`config.mk`:
```
export PLATFORM = sky130hd
export DESIGN_NAME = adder_4b
export DESIGN_NICKNAME = d
export VERILOG_FILES = /design/src/rtl/adder_4b.sv
export SDC_FILE = /design/constraint.sdc
export NUM_CORES = 1
export LEC_CHECK = 0
export ABC_AREA = 1
export CAP_MARGIN = 30
export CORE_AREA = 2 2 39 41
export CTS_BUF_LIST = sky130_fd_sc_hd__clkbuf_4 sky130_fd_sc_hd__clkbuf_8
export CTS_CLUSTER_DIAMETER = 120
export DETAILED_ROUTE_END_ITERATION = 12
export DIE_AREA = 0 0 41 43
export GPL_TIMING_DRIVEN = 0
export PLACE_DENSITY_LB_ADDON = 0.1
export REMOVE_ABC_BUFFERS = 1
export SLEW_MARGIN = 20
export SYNTH_ARGS = -nofsm -noshare
export SYNTH_HDL_FRONTEND = slang
export SYNTH_SLANG_ARGS = --single-unit
```
`constraint.sdc`:
```
create_clock -name clk -period 3.44 [get_ports clk]
set_input_delay 0.344 -clock clk [delete_from_list [all_inputs] [get_ports clk]]
set_output_delay 0.344 -clock clk [all_outputs]
set_load 0.05 [all_outputs]
```
`src/rtl/adder_4b.sv`:
```
// Ripple-carry adder with a combinational sum/carry and a one-cycle registered copy.
// Optional macro ADDER_OVF_EN adds signed-overflow outputs ovf and ovf_q.
module adder_4b #(
    parameter int WIDTH = 4
) (
    input  logic             clk,
    input  logic             rst_n,
    input  logic [WIDTH-1:0] a,
    input  logic [WIDTH-1:0] m,
    output logic [WIDTH-1:0] sum,
    output logic             carry,
    output logic [WIDTH-1:0] sum_q,
    output logic             carry_q
`ifdef ADDER_OVF_EN
    ,
    output logic             ovf,
    output logic             ovf_q
`endif
);

    // c[i] is the carry into cell i; c[WIDTH] is the carry-out of the whole chain.
    logic [WIDTH:0] c;

    assign c[0] = 1'b0;

    for (genvar i = 0; i < WIDTH; i++) begin : g_fa
        assign sum[i]   = a[i] ^ m[i] ^ c[i];
        assign c[i+1]   = (a[i] & m[i]) | (c[i] & (a[i] ^ m[i]));
    end

    assign carry = c[WIDTH];

    // NOTE: non-blocking assignments keep every flop sampling pre-edge values;
    // the async reset clears all flops so no X ever leaves the registered outputs.
    always_ff @(posedge clk or negedge rst_n) begin
        if (!rst_n) begin
            sum_q   <= '0;
            carry_q <= 1'b0;
        end else begin
            sum_q   <= sum;
            carry_q <= carry;
        end
    end

`ifdef ADDER_OVF_EN
    // Signed overflow: carry into the sign bit differs from carry out of it.
    assign ovf = c[WIDTH] ^ c[WIDTH-1];

    always_ff @(posedge clk or negedge rst_n) begin
        if (!rst_n) begin
            ovf_q <= 1'b0;
        end else begin
            ovf_q <= ovf;
        end
    end
`endif

endmodule

```
## After elaboration in Yosys (flattened, before gate mapping)

Cells that the tools add are included.

- Register bits after elaboration: 5
- Bits of input ports: 10
- Output and inout port bits: 10
- Word-level logic and storage cells: 19

- Bitwise logic cells: 17

Operators with widths:

| operator | number |
|---|---|
| 1-bit bitwise AND | 7 |
| 1-bit bitwise XOR | 7 |
| 1-bit bitwise OR | 3 |

## Longest topological paths before layout

Gate-level depths: netlist of run 1.

- Depth after elaboration: 7
- Gate-level depth with buffers: 8

## Least setup slack after synthesis of run 1

OpenSTA, ideal clock, no wires.

- Kind: input-to-output
- Start: input port a[0]
- End: output port sum[3]
- Arrival: 1.897 ns
- Path slack: 1.199 ns
- Stages: 8
- Path buffers: 0
- Path through: ha_1 inv_1 fa_1 inv_1 fa_1 inv_1 fa_1 inv_1

- Cells in the longest elaborated chain, start to end: 6

RTL lines:

| what | line | RTL |
|---|---|---|
| start, declared | 8 | `input logic [WIDTH-1:0] a,` |
| 1-bit bitwise AND (2 in series) | 28 | `assign c[i+1] = (a[i] & m[i]) \| (c[i] & (a[i] ^ m[i]));` |
| 1-bit bitwise OR | 28 |  |
| 1-bit bitwise AND | 28 |  |
| 1-bit bitwise OR | 28 |  |
| 1-bit bitwise XOR | 27 | `assign sum[i] = a[i] ^ m[i] ^ c[i];` |
| end, declared | 10 | `output logic [WIDTH-1:0] sum,` |

Every way passes these cells.

## Worst setup path in the final report of run 1

Same ends and word-level chain as after synthesis.

==> results of run 1 <==
## cell usage after synthesis
cell type  instances
inv_1             10
dfrtp_1            5
fa_1               3
ha_1               1
## metrics by stage
stage / utilization / instance area [um2] / hold WS, ps / instances
6_report: 0.344 / 475 / 323 / 58
5_1_grt: 0.344 / 475 / 339 / 58
4_1_cts: 0.344 / 475 / 321 / 58
3_5_place_dp: 0.322 / 445 / 573 / 54
3_3_place_gp: 0.322 / 445 / 575 / 54
2_1_floorplan: - / 235 / 48.4 / 19
## flip-flops by register name (all words and copies together) (netlist names)
register	count
carry_q	1
sum_q	4
## metal layers
| layer | wire [um] | global-route usage |
|---|---|---|
| met5 | 0 | 0 |
| met4 | 19 | 0.120 |
| met3 | 62 | 0.0105 |
| met2 | 226 | 0.0938 |
| met1 | 111 | 0.0561 |
## worst max-delay path, stage by stage
cell	delay, ps
clkdlybuf4s50_1	460
ha_1	150
inv_1	50
fa_1	350
inv_1	70
fa_1	150
inv_1	50
fa_1	420
inv_1	70
clkdlybuf4s50_1	800
## area by class of cell
cell class / count / area (um2)
clock buffer: 4 / 30.0
fill: 145 / 908
inverter: 10 / 37.5
multi-input combinational: 4 / 72.6
sequential: 5 / 125
tap: 16 / 20.0
timing repair buffer: 19 / 190
## logic make-up after synthesis
kind of cell	count (synthesis)	synth area share
buffers and inverters	10	0.160
flip-flops	5	0.532
adder cells (fa/ha/maj)	4	0.309
## layout by cell type (no fill, tap or decap)
cell              n
clkdlybuf4s50_1  19
inv_1            10
dfrtp_1           5
clkbuf_4          4
fa_1              3
ha_1              1
## path summary, 6_finish.rpt
| kind | to | cells past startpoint | slack [ps] |
|---|---|---|---|
| setup / recovery | sum[3] | 10 | 190 |
| hold / removal | sum_q[0]$_DFF_PN0_ | 1 | 320 |
| max in group asynchronous | sum_q[3]$_DFF_PN0_ | 1 | 2940 |
| min in group clk | sum_q[0]$_DFF_PN0_ | 2 | 750 |
## power groups by stage
| stage | combinational, mW | clock (mW) | sequential [mW] |
|---|---|---|---|
| 3_3_place_gp | 0.121 | 0 | 0.0698 |
| 2_1_floorplan | 0.0449 | 0 | 0.101 |
| 6_report | 0.120 | 0.0727 | 0.0693 |
| 5_1_grt | 0.128 | 0.0797 | 0.0697 |
| 4_1_cts | 0.122 | 0.0766 | 0.0694 |
| 3_5_place_dp | 0.121 | 0 | 0.0702 |
==> results.yml, run 1 <==
placed_design:
  hpwlAfterDp_um: 373
  portBuffers: 19
  place_ws_ps: 176
  gp_congestion: 0.651
routing:
  vias_per_cell: 3.40
  wl_um: 419
  drc: 0
  drt-wirelength-per-cell_um: 7.22
  num_vias: 197
  drt_pass1_iterations: 1
  first_iter_violations: 0
  antenna_left: 0
cells_and_area:
  final_nets: 57
  drive_gt1_frac: 0.0952
  area_growth_pct: 102
  diodes: 0
clock_network:
  cts.repair.resized: 0
  cts_setup_buffers: 0
  cts_made_buffers: 3
  clk_pin_slew_ps: 40
  cts.sinks: 5
  htreeDepth: 1
  tritoncts: "built"
  root_buffer: "clkbuf_4"
  clk_path_buf_depth: 2
  cts_hold_buf: 0
yosys:
  ys.warnings.count: 0
  synthCells: 19
  ys_ff_latch: 5
  ys_seq_area_frac: 0.532
  syn_area_per_cell_um2: 12.4
  synth.distinct_cells: 4
  synth_top_area_cell: "dfrtp_1"
  ys_top_cells_by_area: "dfrtp_1, fa_1, inv_1"
  synthesis.area_um2: 235
  yosysTopAreaCellShare: 0.532
min_path:
  hold_class: "in -> async"
power_and_ir_drop:
  power_density_nw_per_um2: 552
  power.switching_mw: 0.102
  total_power_mw: 0.262
  vdd_ir_drop_max_mv: 0.131
  power_leakage_nw: 0.232
  seqPwrFrac: 0.264
  combPwrFrac: 0.458
  intPower_mw: 0.161
  pwr-share-clk: 0.277
  swShare: 0.387
floorplanning:
  io_pins: 20
  core_um2: 1380
  die_area_um2: 1760
  die_w_um: 41
  start_util: 0.170
  die-height_um: 43
  core.rowCount: 14
sta:
  worst_pin_slew_ps: 503
  finalHoldViolations: 0
  setup-violations-final: 0
  fin_crit_sh: 0.944
  min_period_ps: 3250
  slew_viol_final: 0
  rsz0062_at_grt: "no"
  timing.final.ws_setup_ps: 194
  finalSetupTns_ps: 0
  max_freq_ghz: 0.308
  max-slew-margin-rel: 0.664
global_routing:
  grt_pass1_wl_um: 724
  grt_max_degree: 6
  overflow: 0
  grt_util_all_layers: 0.0678
  grt_pass1_vias: 206
  antenna_found_initial: 0
worst_setup_path:
  crit_arrival_ps: 2900
  crit_path_end_kind: "primary output"
  crit_type: "in -> out"
  startpoint_type: "input pin"
  cp_max_fo: 2
  worstPathRequired_ps: 3100
  startpoint: "a[0]"
job:
  maxCapViolations: 0
outcome:
  status: "finished, final reports clean"
(Power assumes the default switching activity.)
==> inputs of run 2 (changes only) <==
--- a/config.mk
+++ b/config.mk
@@ -13,6 +13,7 @@
 export DETAILED_ROUTE_END_ITERATION = 12
 export DIE_AREA = 0 0 41 43
 export GPL_TIMING_DRIVEN = 0
+export MAX_ROUTING_LAYER = met4
 export PLACE_DENSITY_LB_ADDON = 0.1
 export REMOVE_ABC_BUFFERS = 1
 export SLEW_MARGIN = 20
==> run 2 against run 1 <==
Effect of this change: wire length did not move; critical path type unchanged; largest cell class unchanged; non-clock buffer count did not move; sequential power barely moved; clock power barely moved; hold slack did not move; via count did not move; maximum frequency barely moved.
==> results.yml, run 2 (synthesis gave the netlist of run 1 again) <==
job:
  maxCapViolations: 0
worst_setup_path:
  cp_max_fo: 2
  crit_type: "in -> out"
  crit_arrival_ps: 2900
  startpoint: "a[0]"
  startpoint_type: "input pin"
  crit_path_end_kind: "primary output"
  worstPathRequired_ps: 3100
floorplanning:
  io_pins: 20
  core_um2: 1380
  core.rowCount: 14
  die-height_um: 43
  start_util: 0.170
  die_w_um: 41
  die_area_um2: 1760
routing:
  top_layer_used: "met4"
  first_iter_violations: 0
  met1Wirelength_um: 124
  wl_um: 419
  num_vias: 197
  drt-wirelength-per-cell_um: 7.22
  vias_per_cell: 3.40
  route.met3.wl_um: 49
  antenna_left: 0
  wl_met2_um: 226
  drc: 0
  drt_pass1_iterations: 1
clock_network:
  cts.sinks: 5
  htreeDepth: 1
  clk_path_buf_depth: 2
  cts_setup_buffers: 0
  cts_made_buffers: 3
  root_buffer: "clkbuf_4"
  cts.repair.resized: 0
  cts_hold_buf: 0
  clk_pin_slew_ps: 40
  tritoncts: "built"
sta:
  timing.final.ws_setup_ps: 194
  rsz0062_at_grt: "no"
  slew_viol_final: 0
  min_period_ps: 3250
  finalSetupTns_ps: 0
  fin_crit_sh: 0.944
  max-slew-margin-rel: 0.660
  max_freq_ghz: 0.308
  finalHoldViolations: 0
  hold_ws_ps: 323
  worst_pin_slew_ps: 508
  setup-violations-final: 0
placed_design:
  place_ws_ps: 176
  hpwlAfterDp_um: 373
  gp_congestion: 0.656
  portBuffers: 19
cells_and_area:
  post-route-util: 0.344
  largest_register_ffs: 4
  final_common_cell: "clkdlybuf4s50_1"
  reg_top3: "sum_q: 4 flops, carry_q: 1 flops"
  drive_gt1_frac: 0.0952
  top_register: "sum_q"
  diodes: 0
  final_nets: 57
  area_growth_pct: 102
  mostFrequentLayoutCells: "clkdlybuf4s50_1, inv_1, dfrtp_1"
power_and_ir_drop:
  vdd_ir_drop_max_mv: 0.131
  pwr-share-clk: 0.277
  intPower_mw: 0.161
  seqPwrFrac: 0.264
  power.switching_mw: 0.102
  combPwrFrac: 0.459
  total_power_mw: 0.262
  power_leakage_nw: 0.232
  power_density_nw_per_um2: 552
  swShare: 0.387
outcome:
  status: "finished, final reports clean"
global_routing:
  grt_pass1_wl_um: 724
  overflow: 0
  grt_max_degree: 6
  grt_util_all_layers: 0.0695
  grt_pass1_vias: 206
  antenna_found_initial: 0
min_path:
  hold_class: "in -> async"
-- run 2: cell counts in the layout (fill, tap and decap cells not counted) --
No cell type changed its count.
-- run 2: path summary, 6_finish.rpt --
check,end,slack (ps),depth (start not counted)
max in group asynchronous,sum_q[3]$_DFF_PN0_,2940,1
max,sum[3],190,10
min,sum_q[0]$_DFF_PN0_,320,1
min in group clk,sum_q[0]$_DFF_PN0_,750,2
-- run 2: layer usage --
metal / vias to the layer above / GRT usage
met5: - / -
met4: 0 / 0.120
li1: 93 / -
met3: 2 / 0
met2: 12 / 0.0938
met1: 90 / 0.0627
-- run 2: area by class of cell --
| cell class | count | area, um2 |
|---|---|---|
| Tap cell | 16 | 20.0 |
| Sequential cell | 5 | 125 |
| Fill cell | 145 | 908 |
| Clock buffer | 4 | 30.0 |
| Inverter | 10 | 37.5 |
| Timing Repair Buffer | 19 | 190 |
| Multi-Input combinational cell | 4 | 72.6 |
-- run 2: critical path, stage by stage --
cell	delay, ps
clkdlybuf4s50_1	460
ha_1	150
inv_1	50
fa_1	350
inv_1	70
fa_1	150
inv_1	50
fa_1	420
inv_1	70
clkdlybuf4s50_1	800
-- run 2: metrics by stage --
step,area [um2],std cells
finish,475,58
global route,475,58
CTS,475,58
detailed placement,445,54
global placement,445,54
floorplan,235,19
-- run 2: power by group through the flow --
stage	logic [mW]	registers, mW	clock network [mW]
2_1_floorplan	0.0449	0.101	0
3_3_place_gp	0.121	0.0698	0
3_5_place_dp	0.121	0.0702	0
4_1_cts	0.122	0.0694	0.0766
5_1_grt	0.128	0.0697	0.0797
6_report	0.120	0.0693	0.0727
